## src/rtl/sobel_edge_filter.sv

```systemverilog
// sobel_edge_filter: RGB444 to grayscale, 3x3 Sobel |Gx|+|Gy| magnitude, scaled and saturated to 4 bits,
// emitted as gray RGB444 through a fixed 3-stage pipeline with valid/frame tags.
module sobel_edge_filter #(
  parameter int DATA_WIDTH  = 12,
  parameter int IMG_WIDTH   = 640,
  parameter int IMG_HEIGHT  = 480,
  parameter int SCALE_SHIFT = 3
) (
  input  logic                  clk,
  input  logic                  rst,
  input  logic [DATA_WIDTH-1:0] row0_pixel,
  input  logic [DATA_WIDTH-1:0] row1_pixel,
  input  logic [DATA_WIDTH-1:0] row2_pixel,
  input  logic                  in_edge,
  input  logic                  in_valid,
  output logic [DATA_WIDTH-1:0] out_pixel,
  output logic                  out_edge,
  output logic                  out_valid
);
  localparam int CW = $clog2(IMG_WIDTH);
  localparam int RW = $clog2(IMG_HEIGHT);

  function automatic logic [5:0] gray(input logic [DATA_WIDTH-1:0] p);
    return {2'b0, p[11:8]} + {1'b0, p[7:4], 1'b0} + {2'b0, p[3:0]};
  endfunction

  logic [5:0] tl, tc, tr, ml, mc, mr, bl, bc, br;
  logic [CW-1:0] col, col_nxt;
  logic [RW-1:0] row, row_nxt;
  logic wrap, border;
  logic v1, b1, e1, v2, b2, e2;
  logic [7:0] sx_p, sx_n, sy_p, sy_n;
  logic signed [8:0] gx, gy;
  logic [8:0] ax, ay, mag, sh;
  logic [3:0] s;

  assign wrap    = col == CW'(IMG_WIDTH - 1);
  assign col_nxt = in_edge ? CW'(1) : wrap ? '0 : col + CW'(1);
  assign row_nxt = in_edge ? '0 : !wrap ? row : (row == RW'(IMG_HEIGHT - 1)) ? '0 : row + RW'(1);
  // position of the pixel being accepted, before the counters advance
  assign border  = in_edge | (col < CW'(2)) | (row < RW'(2));

  always_ff @(posedge clk or negedge rst)
    if (!rst) begin
      {tl, tc, tr, ml, mc, mr, bl, bc, br} <= '0;
      col <= '0;
      row <= '0;
      v1  <= 1'b0;
      b1  <= 1'b0;
      e1  <= 1'b0;
    end else begin
      v1 <= in_valid;
      b1 <= border;
      e1 <= in_edge & in_valid;
      if (in_valid) begin
        {tl, tc, tr} <= {tc, tr, gray(row2_pixel)};
        {ml, mc, mr} <= {mc, mr, gray(row1_pixel)};
        {bl, bc, br} <= {bc, br, gray(row0_pixel)};
        col <= col_nxt;
        row <= row_nxt;
      end
    end

  assign sx_p = {2'b0, tr} + {1'b0, mr, 1'b0} + {2'b0, br};
  assign sx_n = {2'b0, tl} + {1'b0, ml, 1'b0} + {2'b0, bl};
  assign sy_p = {2'b0, bl} + {1'b0, bc, 1'b0} + {2'b0, br};
  assign sy_n = {2'b0, tl} + {1'b0, tc, 1'b0} + {2'b0, tr};

  always_ff @(posedge clk or negedge rst)
    if (!rst) begin
      gx <= '0;
      gy <= '0;
      v2 <= 1'b0;
      b2 <= 1'b0;
      e2 <= 1'b0;
    end else begin
      gx <= $signed({1'b0, sx_p}) - $signed({1'b0, sx_n});
      gy <= $signed({1'b0, sy_p}) - $signed({1'b0, sy_n});
      v2 <= v1;
      b2 <= b1;
      e2 <= e1;
    end

  assign ax  = gx[8] ? 9'(-gx) : 9'(gx);
  assign ay  = gy[8] ? 9'(-gy) : 9'(gy);
  assign mag = ax + ay;
  assign sh  = mag >> SCALE_SHIFT;
  assign s   = (sh > 9'd15) ? 4'hF : sh[3:0];

  always_ff @(posedge clk or negedge rst)
    if (!rst) begin
      out_pixel <= '0;
      out_edge  <= 1'b0;
      out_valid <= 1'b0;
    end else begin
      out_valid <= v2;
      if (v2) begin
        out_pixel <= b2 ? '0 : {s, s, s};
        out_edge  <= e2;
      end
    end
endmodule

```

## config.mk

```make
export PLATFORM = sky130hd
export DESIGN_NAME = sobel_edge_filter
export DESIGN_NICKNAME = d
export VERILOG_FILES = /design/src/rtl/sobel_edge_filter.sv
export SDC_FILE = /design/constraint.sdc
export NUM_CORES = 1
export LEC_CHECK = 0
export BUFFER_PORTS_ARGS = -buffer_cell sky130_fd_sc_hd__buf_2
export CORE_MARGIN = 4
export CORE_UTILIZATION = 35
export CTS_CLUSTER_DIAMETER = 100
export DETAILED_ROUTE_END_ITERATION = 6
export HOLD_SLACK_MARGIN = 0.03
export SYNTH_ARGS = -nofsm -noshare
export SYNTH_HDL_FRONTEND = slang
export SYNTH_SLANG_ARGS = --single-unit
```

## constraint.sdc

```tcl
create_clock -name clk -period 3.1 [get_ports clk]
set_clock_uncertainty 0.1 [all_clocks]
set_input_delay 0.62 -clock clk [delete_from_list [all_inputs] [get_ports clk]]
set_output_delay 0.62 -clock clk [all_outputs]
set_load 0.02 [all_outputs]
```

==> reports/metrics.yaml, run 1 <==
status: "complete, but fails checks"
violations: "setup timing"
grt_max_degree: 104
synthAdderAreaFrac_pct: 25.50
synth_edf_count: 0
cts.path.max_buffers: 2
syn_avg_cell_area_um2: 10.51
fill_cells: 1867
required_ns: 3.26
path_clk_slew_ns: 0.08
synth_top_family_by_area: "adder cells"
timing.final.ws_setup_ns: -0.1515
antennaDiodeCount: 0
cp-start-kind: "flip-flop"
hold_violations: 0
cts_sinks: 103
core_um2: 18890
yosys-mux-area-fraction_pct: 3.600
rsz0062_at_grt: "yes"
critPathMaxStageDelay_ns: 0.51
start_util_pct: 36.05
slew_headroom_pct: 63.60
synth-simple-area-share_pct: 8.376
synth_common_cells: "inv_1, dfrtp_1, fa_1"
numPortBuffers: 53
antenna_found_initial: 0
worstPathCellList: "inv_2, fa_1, fa_1, fa_1, inv_1, ha_1, a21o_1, a21oi_2, o21bai_1, a21oi_2, nor2_1, a211oi_2"
fin_crit_sh_pct: 104.9
path_class: "reg2reg"
synth_area_leaders: "dfrtp_1, fa_1, ha_1"
drtIter0Drc: 195
synth_top_area_share_pct: 37.84
ys_async_sr_fraction_pct: 100.0
arrival_ns: 3.41
period_needed_ns: 3.252
ys_seq_area_share_pct: 37.84
grt_pass1_wl_mm: 21.87
wl_per_cell_um: 12.15
synth_cell_types: 50
postRouteAntennaNets: 0
yosysWarnings: 0
maxCapViolCount: 0
die_x_um: 147.5
slowest_stage: "fa_1"
die_area_um2: 21760
via_count: 4451
die_h_um: 147.5
wl_mm: 12.11
slew_violations: 0
dp_slack_ns: -0.1866
cts-root-buf: "clkbuf_16"
cts_tree: "built"
rows: 50
max_freq_mhz: 307.5
yosysMostFrequentCell: "inv_1"
grt_pass1_vias: 4716
grt_overflow: 0
synthCells: 648
cp_common_cell: "fa_1"
drive_gt1_share_pct: 24.56
drt_first_pass_iters: 4
remaining_drc_errors: 0
synth_compound_area_share_pct: 10.38
syn_nets: 792
end_kind: "flip-flop"
numCtsBuffers: 9
min_path_type: "in2async"
finalInstanceArea_um2: 8038
areaGrowthSynthToFinish_pct: 18.00
setup_viol: 8
vias_per_cell: 4.464
worst_pin_slew_ns: 0.5460
insertion_delay_ns: 0.36
synth_seq_cells: 103
hpwl_mm: 9.223
gp_congestion: 0.8005
synth-xor-area-share_pct: 5.529
nets: 876
synth_top_area_cell: "dfrtp_1"
htree_levels: 3
track_usage_pct: 12.15
holdWs_ns: 0.2131
synthesis.area_um2: 6812
setup_tns_ns: -0.8559
synthFlopType: "dfrtp_1"
io_pins: 54
worst-path-max-fanout: 2
placed_area_um2: 7597
-- logic make-up after synthesis --
family / count (synthesis)
buf+inv: 146
simple gates: 118
compound gates: 112
fa+ha+maj: 104
flops: 103
xor+xnor: 43
mux: 22
-- critical path, delay by kind of cell, from the launching register on --
kind,cells,cell delay (ns)
buf+inv,2,0.14
flops,1,0.40
fa+ha+maj,4,1.74
compound gates,5,0.70
simple gates,1,0.06
-- final cells by class --
type                       instances  area, µm²  share of cell area [%]
multi-input combinational        399       3731                   46.42
sequential                       103       2579                   32.08
timing repair buffer              97      630.6                   7.846
inverter                         122      457.9                   5.697
tap                              260      325.3                   4.047
clock buffer                      10      239.0                   2.973
clock inverter                     6      75.07                  0.9340
-- stage by stage --
stage / utilization (%) / cells
after global placement: 40.21 / 973
after detailed placement: 40.21 / 973
after CTS: 42.30 / 997
after global routing: 42.54 / 997
final: 42.54 / 997
after floorplan: - / 648
-- layout by cell type (no fill, tap or decap), drive strengths merged, types with 21 or more instances in the layout --
cell type | Yosys | final
fa | 58 | 58
dfrtp | 103 | 103
inv | 122 | 125
o21ai | 47 | 47
nand2 | 56 | 56
buf | 16 | 97
xnor2 | 33 | 33
a21oi | 21 | 21
ha | 46 | 46
nor2 | 22 | 22
-- state kept, by name, summed over array words and instances (netlist names), 4 cells and up --
name       count
out_pixel      4
mr             6
gy             9
tl             6
br             6
mc             6
bl             6
bc             6
row            9
tr             6
col           10
gx             9
tc             6
ml             6
-- layer usage --
metal  GRT usage, %  part of all wire [%]
met2          19.43                    45
met3          2.667                   3.9
met1          16.42                    49
met4          4.147                   1.8
met5              0                     0
-- final timing paths --
check                      depth (start not counted)  slack [ns]              start            endpoint
max                                               12       -0.15  tr[2]$_DFFE_PN0P_     gx[8]$_DFF_PN0_
min                                                2        0.21                rst  row[7]$_DFFE_PN0P_
max reg2reg                                       12       -0.15  tr[2]$_DFFE_PN0P_     gx[8]$_DFF_PN0_
min reg2reg                                        0        0.25       v1$_DFF_PN0_        v2$_DFF_PN0_
max in group asynchronous                          2        2.25                rst   br[4]$_DFFE_PN0P_
min in group clk                                   0        0.25       v1$_DFF_PN0_        v2$_DFF_PN0_
-- repair_timing --
action,CTS,global route
buffers inserted,8,2
hold buffers,0,0
pin swaps,14,15
gates resized for setup,10,12
setup endpoints to repair,8,10
hold endpoints to repair,0,0
Power of run 1 is not shown: default switching activity piles up to over one toggle a cycle in this logic, so the estimate is an artifact.
==> run 2: changes to the inputs <==
BUFFER_PORTS_ARGS = -buffer_cell sky130_fd_sc_hd__buf_4   (was -buffer_cell sky130_fd_sc_hd__buf_2)
==> reports/metrics.yaml, run 2 (synthesis results as in run 1) <==
status: "complete, but fails checks"  # unchanged
violations: "setup timing"  # unchanged
grt_max_degree: 46  # was 104
path_class: "reg2reg"  # unchanged
required_ns: 3.24  # was 3.26 ns
critPathMaxStageDelay_ns: 0.57  # was 0.51 ns
io_pins: 54  # unchanged
hold_violations: 0  # unchanged
cts-root-buf: "clkbuf_16"  # unchanged
remaining_drc_errors: 0  # unchanged
cp-start-kind: "flip-flop"  # unchanged
worst_pin_slew_ns: 0.5094  # was 0.5460 ns
timing.final.ws_setup_ns: -0.1571  # was -0.1515 ns
setup_tns_ns: -0.7805  # was -0.8559 ns
grt_overflow: 0  # unchanged
slowest_stage: "fa_1"  # unchanged
cp_common_cell: "fa_1"  # unchanged
max_freq_mhz: 307.0  # was 307.5 MHz
min_path_type: "in2async"  # unchanged
via_count: 4458  # was 4451
slew_headroom_pct: 66.04  # was 63.60%
gp_congestion: 0.7566  # was 0.8005
core_um2: 18890  # unchanged
postRouteAntennaNets: 0  # unchanged
maxCapViolCount: 0  # unchanged
areaGrowthSynthToFinish_pct: 18.97  # was 18.00%
htree_levels: 3  # unchanged
setup_viol: 8  # unchanged
drive_gt1_share_pct: 23.23  # was 24.56%
largest-register: "col"  # unchanged
hpwl_mm: 9.778  # was 9.223 mm
die_x_um: 147.5  # unchanged
cts.path.max_buffers: 2  # unchanged
rsz0062_at_grt: "yes"  # unchanged
fill_cells: 1853  # was 1867
track_usage_pct: 12.17  # was 12.15%
arrival_ns: 3.40  # was 3.41 ns
wl_mm: 12.24  # was 12.11 mm
largest_reg_flops: 10  # unchanged
path_clk_slew_ns: 0.07  # was 0.08 ns
cts_tree: "built"  # unchanged
insertion_delay_ns: 0.35  # was 0.36 ns
drt_first_pass_iters: 4  # unchanged
cts_sinks: 103  # unchanged
numCtsBuffers: 9  # unchanged
period_needed_ns: 3.257  # was 3.252 ns
numPortBuffers: 53  # unchanged
worstPathCellList: "inv_2, fa_1, fa_1, fa_1, buf_4, fa_2, inv_2, a21o_1, a21oi_2, o21bai_1, a21oi_1, xnor2_1"  # was inv_2, fa_1, fa_1, fa_1, inv_1, ha_1, a21o_1, a21oi_2, o21bai_1, a21oi_2, nor2_1, a211oi_2
die_h_um: 147.5  # unchanged
drtIter0Drc: 124  # was 195
start_util_pct: 36.05  # unchanged
die_area_um2: 21760  # unchanged
vias_per_cell: 4.476  # was 4.464
grt_pass1_wl_mm: 21.79  # was 21.87 mm
fin_crit_sh_pct: 105.1  # was 104.9%
crit_start: "tr[2]$_DFFE_PN0P_"  # unchanged
end_kind: "flip-flop"  # unchanged
antenna_found_initial: 0  # unchanged
worst-path-max-fanout: 2  # unchanged
antennaDiodeCount: 0  # unchanged
mostFrequentLayoutCell: "inv_1"  # unchanged
slew_violations: 0  # unchanged
nets: 876  # unchanged
rows: 50  # unchanged
timing.rr.start: "tr[2]$_DFFE_PN0P_"  # unchanged
final_cell_mix: "inv_1, dfrtp_1, buf_4, nand2_1, fa_1"  # was inv_1, dfrtp_1, nand2_1, fa_1, buf_2
grt_pass1_vias: 4694  # was 4716
wl_per_cell_um: 12.29  # was 12.15 µm
==> run 2: layout make-up <==
class | instances | area [µm²] | share of cell area (%)
Clock buffer | 9 | 225.2 | 2.779
Clock inverter | 6 | 76.32 | 0.9418
Inverter | 122 | 457.9 | 5.651
Multi-Input combinational cell | 399 | 3701 | 45.67
Sequential cell | 103 | 2577 | 31.80
Tap cell | 260 | 325.3 | 4.014
Timing Repair Buffer | 97 | 740.7 | 9.140
==> run 2: through the flow <==
| stage | instances | setup WS [ns] | utilization (%) | hold WS, ns | instance area, µm² |
|---|---|---|---|---|---|
| floorplan | 648 | -0.08960 | - | 0.2244 | 6849 |
| global placement | 975 | -0.1088 | 40.91 | 0.2337 | 7730 |
| detailed placement | 975 | -0.1759 | 40.91 | 0.2347 | 7730 |
| CTS | 996 | -0.1681 | 42.83 | 0.1099 | 8092 |
| global route | 996 | -0.3354 | 42.89 | 0.1281 | 8104 |
| finish | 996 | -0.1571 | 42.89 | 0.1064 | 8104 |
==> run 2: worst max-delay path: cells and delay by family (launching register included) <==
| kind | cells | cell delay, ns |
|---|---|---|
| buf+inv | 3 | 0.28 |
| xor+xnor | 1 | 0.13 |
| flops | 1 | 0.36 |
| compound gates | 4 | 0.39 |
| fa+ha+maj | 4 | 1.89 |
==> run 2: path summary, 6_finish.rpt <==
check | to | slack [ns] | depth (start not counted)
max reg2reg | gx[7]$_DFF_PN0_ | -0.16 | 12
min in group clk | v2$_DFF_PN0_ | 0.25 | 0
max in group asynchronous | bc[5]$_DFFE_PN0P_ | 2.06 | 2
min reg2reg | v2$_DFF_PN0_ | 0.25 | 0
max | gx[7]$_DFF_PN0_ | -0.16 | 12
min | row[8]$_DFFE_PN0P_ | 0.11 | 1
==> run 2: what timing repair did <==
action,CTS,global route
hold buffers,0,0
setup endpoints to repair,8,10
pin swaps,2,2
resized for setup,9,4
setup buffers,6,2
==> run 2: metal layers <==
metal	global-route usage [%]	share of wire, %	vias to the layer above
li1	-	-	2252
met1	16.04	47	2107
met2	19.89	47	80
met3	2.820	4.1	19
met4	4.054	2.2	0
met5	0	0	-
Power of run 2 is left out for the same reason.
